File: src/rtl/mmc1_serial_mapper_pkg.sv
// -----------------------------------------------------------------------------
// mmc1_pkg
// Shared types and constants for the MMC1 serial-load mapper.
//   reg_idx_t     : bank register selected by CPU A[14:13]
//   CTRL_RST      : power-on / reset value of the control register
//   SST_OFS_*     : save-state register offsets relative to SST_BASE
//   prg_mode_map(): low four bits of the 16K PRG bank for a given PRG mode
// -----------------------------------------------------------------------------
package mmc1_pkg;

   typedef enum logic [1:0] {
      REG_CTRL = 2'd0,
      REG_CHR0 = 2'd1,
      REG_CHR1 = 2'd2,
      REG_PRG  = 2'd3
   } reg_idx_t;

   localparam logic [4:0] CTRL_RST = 5'h1F;
   localparam logic [2:0] BIT_LAST = 3'd4;

   localparam logic [7:0] SST_OFS_CTRL = 8'd0;
   localparam logic [7:0] SST_OFS_CHR0 = 8'd1;
   localparam logic [7:0] SST_OFS_CHR1 = 8'd2;
   localparam logic [7:0] SST_OFS_PRG  = 8'd3;
   localparam logic [7:0] SST_OFS_SREG = 8'd4;
   localparam logic [7:0] SST_OFS_CTR  = 8'd5;
   localparam logic [7:0] SST_OFS_PREV = 8'd6;

   // mode = ctrl[3:2]: 0x -> 32K switch, 10 -> first bank fixed, 11 -> last bank fixed
   function automatic logic [3:0] prg_mode_map(input logic [1:0] mode,
                                               input logic [3:0] prg,
                                               input logic       a14);
      logic [3:0] bank;
      case (mode)
         2'b00, 2'b01: bank = {prg[3:1], a14};
         2'b10:        bank = a14 ? prg : 4'h0;
         default:      bank = a14 ? 4'hF : prg;
      endcase
      return bank;
   endfunction

endpackage

File: src/rtl/mmc1_serial_mapper_if.sv
// -----------------------------------------------------------------------------
// mmc1_serial_mapper_if
// Console-side bus bundle of the MMC1 mapper.
//   CPU side : cpu_m2, cpu_ce_n, cpu_rw, cpu_addr (A[14:13]), cpu_dat
//   PPU side : ppu_addr (A[12:10])
//   Mapped   : prg_ce_n, wram_ce, wram_bank, prg_addr, chr_addr, ciram_a10
// modport master : the console (drives CPU/PPU, receives mapped outputs)
// modport slave  : the mapper
// -----------------------------------------------------------------------------
interface mmc1_serial_mapper_if #(
   parameter int PRG_AW  = 5,
   parameter int CHR_AW  = 5,
   parameter int WRAM_BW = 2
);
   localparam int WB_W = (WRAM_BW > 0) ? WRAM_BW : 1;

   logic              cpu_m2;
   logic              cpu_ce_n;
   logic              cpu_rw;
   logic [1:0]        cpu_addr;
   logic [7:0]        cpu_dat;
   logic [2:0]        ppu_addr;

   logic              prg_ce_n;
   logic              wram_ce;
   logic [WB_W-1:0]   wram_bank;
   logic [PRG_AW-1:0] prg_addr;
   logic [CHR_AW-1:0] chr_addr;
   logic              ciram_a10;

   modport master (
      output cpu_m2, cpu_ce_n, cpu_rw, cpu_addr, cpu_dat, ppu_addr,
      input  prg_ce_n, wram_ce, wram_bank, prg_addr, chr_addr, ciram_a10
   );

   modport slave (
      input  cpu_m2, cpu_ce_n, cpu_rw, cpu_addr, cpu_dat, ppu_addr,
      output prg_ce_n, wram_ce, wram_bank, prg_addr, chr_addr, ciram_a10
   );
endinterface

File: src/rtl/mmc1_serial_mapper_shift_loader.sv
// -----------------------------------------------------------------------------
// mmc1_shift_loader
// Serial-load front end: synchronises cpu_m2, detects its falling edge,
// filters RMW double writes and assembles the 5-bit shift register.
//   clk, rst_n, map_rst        : clock, async reset, sync soft reset
//   cpu_m2..cpu_dat            : raw CPU bus (sampled on the M2 fall)
//   sst_act                    : freezes loader state, suppresses CPU writes
//   sst_wr_sreg/ctr/prev       : save-state write strobes, data in sst_dato
//   commit_vld/idx/dat         : one-clk strobe loading a bank register
//   reset_pulse                : one-clk strobe for a D7=1 write
//   sreg, bit_ctr, prev_wr     : loader state, exposed for save-state reads
// -----------------------------------------------------------------------------
module mmc1_shift_loader
   import mmc1_pkg::*;
(
   input  logic       clk,
   input  logic       rst_n,
   input  logic       map_rst,
   input  logic       cpu_m2,
   input  logic       cpu_ce_n,
   input  logic       cpu_rw,
   input  logic [1:0] cpu_addr,
   input  logic [7:0] cpu_dat,
   input  logic       sst_act,
   input  logic       sst_wr_sreg,
   input  logic       sst_wr_ctr,
   input  logic       sst_wr_prev,
   input  logic [7:0] sst_dato,
   output logic       commit_vld,
   output reg_idx_t   commit_idx,
   output logic [4:0] commit_dat,
   output logic       reset_pulse,
   output logic [4:0] sreg,
   output logic [2:0] bit_ctr,
   output logic       prev_wr
);

   logic       m2_p0, m2_p1, m2_p2;
   logic       m2_fall, cpu_wr, cpu_act, shift_en;
   logic [4:0] shift_next;
   logic       unused_bits;

   // M2 synchroniser (p0, p1) and edge-detect delay (p2)
   always_ff @(posedge clk or negedge rst_n) begin
      if (!rst_n) begin
         m2_p0 <= 1'b0;
         m2_p1 <= 1'b0;
         m2_p2 <= 1'b0;
      end else if (map_rst) begin
         m2_p0 <= 1'b0;
         m2_p1 <= 1'b0;
         m2_p2 <= 1'b0;
      end else begin
         m2_p0 <= cpu_m2;
         m2_p1 <= m2_p0;
         m2_p2 <= m2_p1;
      end
   end

   assign m2_fall     = m2_p2 & ~m2_p1;
   assign cpu_wr      = ~cpu_ce_n & ~cpu_rw;
   assign cpu_act     = m2_fall & ~sst_act;
   assign shift_next  = {cpu_dat[0], sreg[4:1]};
   // D7 reset is not subject to the RMW filter
   assign reset_pulse = cpu_act & cpu_wr & cpu_dat[7];
   assign shift_en    = cpu_act & cpu_wr & ~cpu_dat[7] & ~prev_wr;
   assign commit_vld  = shift_en & (bit_ctr >= BIT_LAST);
   assign commit_idx  = reg_idx_t'(cpu_addr);
   assign commit_dat  = shift_next;
   assign unused_bits = ^{cpu_dat[6:1], sst_dato[7:5]};

   // Save-state writes take priority over the soft reset
   always_ff @(posedge clk or negedge rst_n) begin
      if (!rst_n) begin
         sreg    <= 5'h00;
         bit_ctr <= 3'd0;
         prev_wr <= 1'b0;
      end else begin
         if (sst_wr_sreg)                               sreg <= sst_dato[4:0];
         else if (map_rst || reset_pulse || commit_vld) sreg <= 5'h00;
         else if (shift_en)                             sreg <= shift_next;

         if (sst_wr_ctr)                                bit_ctr <= sst_dato[2:0];
         else if (map_rst || reset_pulse || commit_vld) bit_ctr <= 3'd0;
         else if (shift_en)                             bit_ctr <= bit_ctr + 3'd1;

         if (sst_wr_prev)  prev_wr <= sst_dato[0];
         else if (map_rst) prev_wr <= 1'b0;
         else if (cpu_act) prev_wr <= cpu_wr;
      end
   end

endmodule

File: src/rtl/mmc1_serial_mapper.sv
// -----------------------------------------------------------------------------
// mmc1_serial_mapper
// MMC1 serial-load mapper (SNROM/SOROM/SUROM/SXROM), system-clock domain.
//   clk, rst_n     : system clock, async active-low reset
//   map_rst        : sync console reset, same effect as rst_n
//   bus            : mmc1_serial_mapper_if.slave (CPU/PPU bus, bank outputs)
//   sst_act        : save-state mode, blocks CPU writes
//   sst_we/addr    : save-state register write strobe and address
//   sst_dato       : save-state write data
//   sst_di         : save-state read data, 0xFF outside SST_BASE+0..6
// Build option MMC1_WRAM_PROTECT_EN: when defined, prg[4]=1 disables WRAM
// (MMC1B); when undefined prg[4] only is stored (MMC1A).
// -----------------------------------------------------------------------------
module mmc1_serial_mapper
   import mmc1_pkg::*;
#(
   parameter int         PRG_AW   = 5,
   parameter int         CHR_AW   = 5,
   parameter int         WRAM_BW  = 2,
   parameter logic [7:0] SST_BASE = 8'h00
)(
   input  logic                 clk,
   input  logic                 rst_n,
   input  logic                 map_rst,
   mmc1_serial_mapper_if.slave  bus,
   input  logic                 sst_act,
   input  logic                 sst_we,
   input  logic [7:0]           sst_addr,
   input  logic [7:0]           sst_dato,
   output logic [7:0]           sst_di
);

   logic [4:0] bank_q [4];
   logic [4:0] ctrl, chr0, chr1, prg;
   logic       commit_vld, reset_pulse;
   reg_idx_t   commit_idx;
   logic [4:0] commit_dat, sreg;
   logic [2:0] bit_ctr;
   logic       prev_wr;
   logic [7:0] sst_ofs;
   logic [4:0] chr_sel, chr_full, prg_full;
   logic       ciram, wram_en;
   logic       unused_top;

   assign sst_ofs = sst_addr - SST_BASE;

   mmc1_shift_loader u_loader (
      .clk         (clk),
      .rst_n       (rst_n),
      .map_rst     (map_rst),
      .cpu_m2      (bus.cpu_m2),
      .cpu_ce_n    (bus.cpu_ce_n),
      .cpu_rw      (bus.cpu_rw),
      .cpu_addr    (bus.cpu_addr),
      .cpu_dat     (bus.cpu_dat),
      .sst_act     (sst_act),
      .sst_wr_sreg (sst_we && sst_ofs == SST_OFS_SREG),
      .sst_wr_ctr  (sst_we && sst_ofs == SST_OFS_CTR),
      .sst_wr_prev (sst_we && sst_ofs == SST_OFS_PREV),
      .sst_dato    (sst_dato),
      .commit_vld  (commit_vld),
      .commit_idx  (commit_idx),
      .commit_dat  (commit_dat),
      .reset_pulse (reset_pulse),
      .sreg        (sreg),
      .bit_ctr     (bit_ctr),
      .prev_wr     (prev_wr)
   );

   // Bank registers; array index equals both reg_idx_t and SST offset
   always_ff @(posedge clk or negedge rst_n) begin
      if (!rst_n) begin
         for (int i = 0; i < 4; i++)
            bank_q[i] <= (i == int'(REG_CTRL)) ? CTRL_RST : 5'h00;
      end else begin
         for (int i = 0; i < 4; i++) begin
            if (sst_we && sst_ofs == 8'(i))
               bank_q[i] <= sst_dato[4:0];
            else if (map_rst)
               bank_q[i] <= (i == int'(REG_CTRL)) ? CTRL_RST : 5'h00;
            else if (commit_vld && int'(commit_idx) == i)
               bank_q[i] <= commit_dat;
            else if (reset_pulse && i == int'(REG_CTRL))
               bank_q[i][3:2] <= 2'b11;
         end
      end
   end

   assign ctrl = bank_q[REG_CTRL];
   assign chr0 = bank_q[REG_CHR0];
   assign chr1 = bank_q[REG_CHR1];
   assign prg  = bank_q[REG_PRG];

   always_comb begin
      sst_di = 8'hFF;
      case (sst_ofs)
         SST_OFS_CTRL: sst_di = {3'b000, ctrl};
         SST_OFS_CHR0: sst_di = {3'b000, chr0};
         SST_OFS_CHR1: sst_di = {3'b000, chr1};
         SST_OFS_PRG:  sst_di = {3'b000, prg};
         SST_OFS_SREG: sst_di = {3'b000, sreg};
         SST_OFS_CTR:  sst_di = {5'b00000, bit_ctr};
         SST_OFS_PREV: sst_di = {7'b0000000, prev_wr};
         default:      sst_di = 8'hFF;
      endcase
   end

   always_comb begin
      ciram = 1'b0;
      case (ctrl[1:0])
         2'd0:    ciram = 1'b0;
         2'd1:    ciram = 1'b1;
         2'd2:    ciram = bus.ppu_addr[0];
         default: ciram = bus.ppu_addr[1];
      endcase
   end

`ifdef MMC1_WRAM_PROTECT_EN
   assign wram_en = ~prg[4];
`else
   assign wram_en = 1'b1;
`endif

   // chr_sel also drives the SUROM/SXROM outer PRG bank and WRAM bank bits
   assign chr_sel  = (~ctrl[4] | ~bus.ppu_addr[2]) ? chr0 : chr1;
   assign chr_full = ctrl[4] ? chr_sel : {chr0[4:1], bus.ppu_addr[2]};
   assign prg_full = {chr_sel[4], prg_mode_map(ctrl[3:2], prg[3:0], bus.cpu_addr[1])};

   assign bus.chr_addr  = chr_full[CHR_AW-1:0];
   assign bus.prg_addr  = prg_full[PRG_AW-1:0];
   assign bus.ciram_a10 = ciram;
   assign bus.prg_ce_n  = ~(~bus.cpu_ce_n & bus.cpu_rw);
   assign bus.wram_ce   = bus.cpu_ce_n & (bus.cpu_addr == 2'b11) & wram_en;

   generate
      if (WRAM_BW == 0) begin : g_wram_none
         assign bus.wram_bank = 1'b0;
      end else begin : g_wram_bank
         assign bus.wram_bank = chr_sel[2 +: WRAM_BW];
      end
   endgenerate

   assign unused_top = ^{sst_dato[7:5], prg[4]};

endmodule

File: src/flat_wrapper.sv
// flat-port wrapper written by rule: the top's interface ports become plain ports
module mmc1_serial_mapper_flat import mmc1_pkg::*;
#(
   parameter int         PRG_AW   = 5,
   parameter int         CHR_AW   = 5,
   parameter int         WRAM_BW  = 2,
   parameter logic [7:0] SST_BASE = 8'h00
)
  (clk, rst_n, map_rst, sst_act, sst_we, sst_addr, sst_dato, sst_di, bus_cpu_m2, bus_cpu_ce_n, bus_cpu_rw, bus_cpu_addr, bus_cpu_dat, bus_ppu_addr, bus_prg_ce_n, bus_wram_ce, bus_wram_bank, bus_prg_addr, bus_chr_addr, bus_ciram_a10);
  mmc1_serial_mapper_if #(.PRG_AW(PRG_AW), .CHR_AW(CHR_AW), .WRAM_BW(WRAM_BW)) bus_i ();
  input  logic clk;
  input  logic rst_n;
  input  logic map_rst;
  input  logic sst_act;
  input  logic sst_we;
  input  logic [7:0] sst_addr;
  input  logic [7:0] sst_dato;
  output logic [7:0] sst_di;
  input wire logic [$bits(bus_i.cpu_m2)-1:0] bus_cpu_m2;
  input wire logic [$bits(bus_i.cpu_ce_n)-1:0] bus_cpu_ce_n;
  input wire logic [$bits(bus_i.cpu_rw)-1:0] bus_cpu_rw;
  input wire logic [$bits(bus_i.cpu_addr)-1:0] bus_cpu_addr;
  input wire logic [$bits(bus_i.cpu_dat)-1:0] bus_cpu_dat;
  input wire logic [$bits(bus_i.ppu_addr)-1:0] bus_ppu_addr;
  output wire logic [$bits(bus_i.prg_ce_n)-1:0] bus_prg_ce_n;
  output wire logic [$bits(bus_i.wram_ce)-1:0] bus_wram_ce;
  output wire logic [$bits(bus_i.wram_bank)-1:0] bus_wram_bank;
  output wire logic [$bits(bus_i.prg_addr)-1:0] bus_prg_addr;
  output wire logic [$bits(bus_i.chr_addr)-1:0] bus_chr_addr;
  output wire logic [$bits(bus_i.ciram_a10)-1:0] bus_ciram_a10;
  assign bus_i.cpu_m2 = bus_cpu_m2;
  assign bus_i.cpu_ce_n = bus_cpu_ce_n;
  assign bus_i.cpu_rw = bus_cpu_rw;
  assign bus_i.cpu_addr = bus_cpu_addr;
  assign bus_i.cpu_dat = bus_cpu_dat;
  assign bus_i.ppu_addr = bus_ppu_addr;
  assign bus_prg_ce_n = bus_i.prg_ce_n;
  assign bus_wram_ce = bus_i.wram_ce;
  assign bus_wram_bank = bus_i.wram_bank;
  assign bus_prg_addr = bus_i.prg_addr;
  assign bus_chr_addr = bus_i.chr_addr;
  assign bus_ciram_a10 = bus_i.ciram_a10;
  mmc1_serial_mapper #(.PRG_AW(PRG_AW), .CHR_AW(CHR_AW), .WRAM_BW(WRAM_BW), .SST_BASE(SST_BASE)) u_core (.clk(clk), .rst_n(rst_n), .map_rst(map_rst), .bus(bus_i), .sst_act(sst_act), .sst_we(sst_we), .sst_addr(sst_addr), .sst_dato(sst_dato), .sst_di(sst_di));
endmodule
File: config.mk
export PLATFORM = sky130hd
export DESIGN_NAME = mmc1_serial_mapper_flat
export DESIGN_NICKNAME = d
export VERILOG_FILES = /design/src/rtl/mmc1_serial_mapper_pkg.sv /design/src/rtl/mmc1_serial_mapper_if.sv /design/src/rtl/mmc1_serial_mapper_shift_loader.sv /design/src/rtl/mmc1_serial_mapper.sv /design/src/flat_wrapper.sv
export SDC_FILE = /design/constraint.sdc
export NUM_CORES = 1
export LEC_CHECK = 0
export ABC_AREA = 1
export BUFFER_PORTS_ARGS = -buffer_cell sky130_fd_sc_hd__buf_2
export CAP_MARGIN = 20
export CORE_MARGIN = 4
export CORE_UTILIZATION = 37
export CTS_CLUSTER_DIAMETER = 50
export CTS_CLUSTER_SIZE = 12
export DETAILED_ROUTE_END_ITERATION = 12
export MAX_ROUTING_LAYER = met4
export SYNTH_ARGS = -nofsm -noshare
export SYNTH_HDL_FRONTEND = slang
export SYNTH_SLANG_ARGS = --single-unit
File: constraint.sdc
create_clock -name clk -period 3.8 [get_ports clk]
set_input_delay 1.14 -clock clk [delete_from_list [all_inputs] [get_ports clk]]
set_output_delay 1.14 -clock clk [all_outputs]
set_load 0.005 [all_outputs]
==> metrics.yaml <==
hold_buffers: 0
p_leak_nw: 1.572
nets: 488
dp.final_hpwl_mm: 5.588
layout.cells.non_filler: 528
synth.avg_cell_area_sq_um: 6.228
finalClockSkew_ns: 0.01081
status: "completed"
gr-usage-all-layers_pct: 19.15
finalMaxSlewViolations: 0
path_clk_slew_ns: 0.07
critical_path_class: "in -> out"
grt-ovfl-total: 0
design_area_sq_um: 2903
yosysTopAreaCell: "dfrtp_1"
final_cell_mix: "139 x nand2_1, 50 x buf_2, 48 x inv_1, 37 x nor2_1, 30 x o21ai_1"
placed_cell_area_sq_um: 2795
core_sq_um: 6459
grt_pass1_vias: 2512
finalCritPeriodShare_pct: 90.35
first_pass_iters: 4
tns_ns: 0
netlist_area_sq_um: 2504
drt-initial-drc-count: 197
synth_nets: 440
hold_class: "reg -> reg"
drc: 0
final_common_cell: "nand2_1"
cts-root-buf: "clkbuf_8"
powerDensity_nw_per_um2: 296.9
vias: 2659
cp.required_ns: 2.66
yosys_register_bits: 32
fp.dieW_um: 90.26
avgRoutedWirePerCell_um: 13.69
cts_max_path_buffers: 2
seq_area_sq_um: 807.0
yosysSeqAreaShare_pct: 32.23
ys_types: 29
io_buffer_count: 50
cts_sinks: 32
yosysWarnings: 0
postCtsSetupBuffers: 0
synth_top_cell_area_share_pct: 26.99
peakVddDrop_mv: 0.1509
die_y_um: 90.26
max_freq_ghz: 0.2913
clk_latency_ns: 0.29
area_growth_pct: 15.94
antenna_found_initial: 0
final_util_pct: 44.94
setup_viol: 0
grt_pass1_wl_mm: 12.22
h-tree-depth: 2
vias_per_cell: 5.036
rows: 29
cp.arrival_ns: 2.29
hold_viol_final: 0
multi_input_area_sq_um: 1394
startpoint_type: "input pin"
num_io_pins: 60
floorplan.die_area_sq_um: 8147
period_needed_ns: 3.433
fillers: 698
wl_mm: 7.226
critPathMaxFanout: 7
place_congestion: 0.9288
cts_resized: 0
layout-drive-gt1-share_pct: 21.29
dp.cells: 520
cts_tree: "built"
antenna_cells: 0
yosys-top-cells-area: "dfrtp_1 27%, nand2_1 21%, inv_1 7.2%, o21ai_1 6.0%, nand3_1 5.8%"
grt_start_max_net_pins: 33
end_kind: "output port"
initial_core_util_pct: 38.76
drtAntennaViolNets: 0
maxCapViolCount: 0
relSlewSlack_pct: 49.80
cts-buffers-inserted: 5
syn_inst: 402
worst_slew_pin_slew_ns: 0.7529
rsz0062_at_grt: "no"
## critical path, cell delays in order
cell and delay (ns):
buf_2 0.11, nor2_4 0.12, nand2_4 0.10, nor3_1 0.43, a22oi_1 0.14, nand3b_1 0.13
buf_2 0.12
## layout make-up
cell class,count,share of cell area (%)
clock buffers,6,2.500
repair buffers,53,9.397
well taps,77,3.319
clock inverters,2,1.207
inverters,60,7.759
multi-input cells,298,48.02
flip-flops and latches,32,27.80
## flip-flops by register name (all words and copies together) (netlist names)
name and flops:
u_core.u_loader.m2_p0 1, u_core.u_loader.m2_p1 1, u_core.chr1 5, u_core.u_loader.sreg 5, u_core.u_loader.bit_ctr 3, u_core.u_loader.prev_wr 1, u_core.prg 5, u_core.ctrl 5
u_core.chr0 5, u_core.u_loader.m2_p2 1
## stage by stage
step | hold WS [ns] | power (mW) | setup WS (ns)
floorplan | 0.4340 | 0.4762 | 0.6907
global placement | 0.4369 | 0.5406 | 0.3813
detailed placement | 0.4520 | 0.5420 | 0.3502
CTS | 0.4700 | 0.8701 | 0.3509
global route | 0.4990 | 0.9126 | 0.1770
finish | 0.4759 | 0.8618 | 0.3667
## worst paths after layout
check / cells after the start / slack, ns / from / end
setup / recovery: 7 / 0.37 / sst_addr[7] / sst_di[4]
hold / removal: 2 / 0.48 / u_core.u_loader.m2_p0$_DFF_PN0_ / u_core.u_loader.m2_p1$_DFF_PN0_
setup reg to reg: 10 / 2.11 / u_core.u_loader.m2_p1$_DFF_PN0_ / u_core.u_loader.bit_ctr[2]$_DFFE_PN0P_
hold reg to reg: 2 / 0.48 / u_core.u_loader.m2_p0$_DFF_PN0_ / u_core.u_loader.m2_p1$_DFF_PN0_
max in group asynchronous: 1 / 2.40 / rst_n / u_core.chr0[1]$_DFFE_PN0P_
min in group asynchronous: 1 / 0.91 / rst_n / u_core.u_loader.bit_ctr[2]$_DFFE_PN0P_
## layer usage
| layer | up-vias | part of all wire (%) | track usage [%] |
|---|---|---|---|
| met1 | 1215 | 46 | 25.36 |
| met2 | 75 | 47 | 30.24 |
| met4 | 0 | 1.6 | 5.740 |
| met5 | - | 0 | - |
| met3 | 11 | 5.9 | 3.083 |
| li1 | 1358 | - | - |
## kinds of logic after synthesis
group,Yosys count,synth area share [%]
AOI/OAI and AO/OA,58,12.29
xor gates and xnor gates,1,0.3499
adders and majority gates,1,0.4997
buffers and inverters,72,12.09
DFF,32,32.23
and+or+nand+nor,238,42.53
## power breakdown
part	leakage [nW]	internal, mW	total, mW	switching, mW
sequential	0.417	0.363	0.382	0.0188
clock	0.0552	0.195	0.326	0.132
combinational	1.10	0.0553	0.154	0.0985
total	1.57	0.613	0.862	0.249
## synth_stat cells (all sizes together)
cell type  instances
o21ai             46
nor2              46
nor3               4
nand2            143
a22oi              1
ha                 1
inv               60
nand3b             1
buf                7
o21bai             2
dfrtp             27
a21oi              8
a311oi             1
dfstp              5
xor2               1
nand3             33
nand4             11
clkbuf             5
No activity file was read; power rests on OpenSTA's default activity.
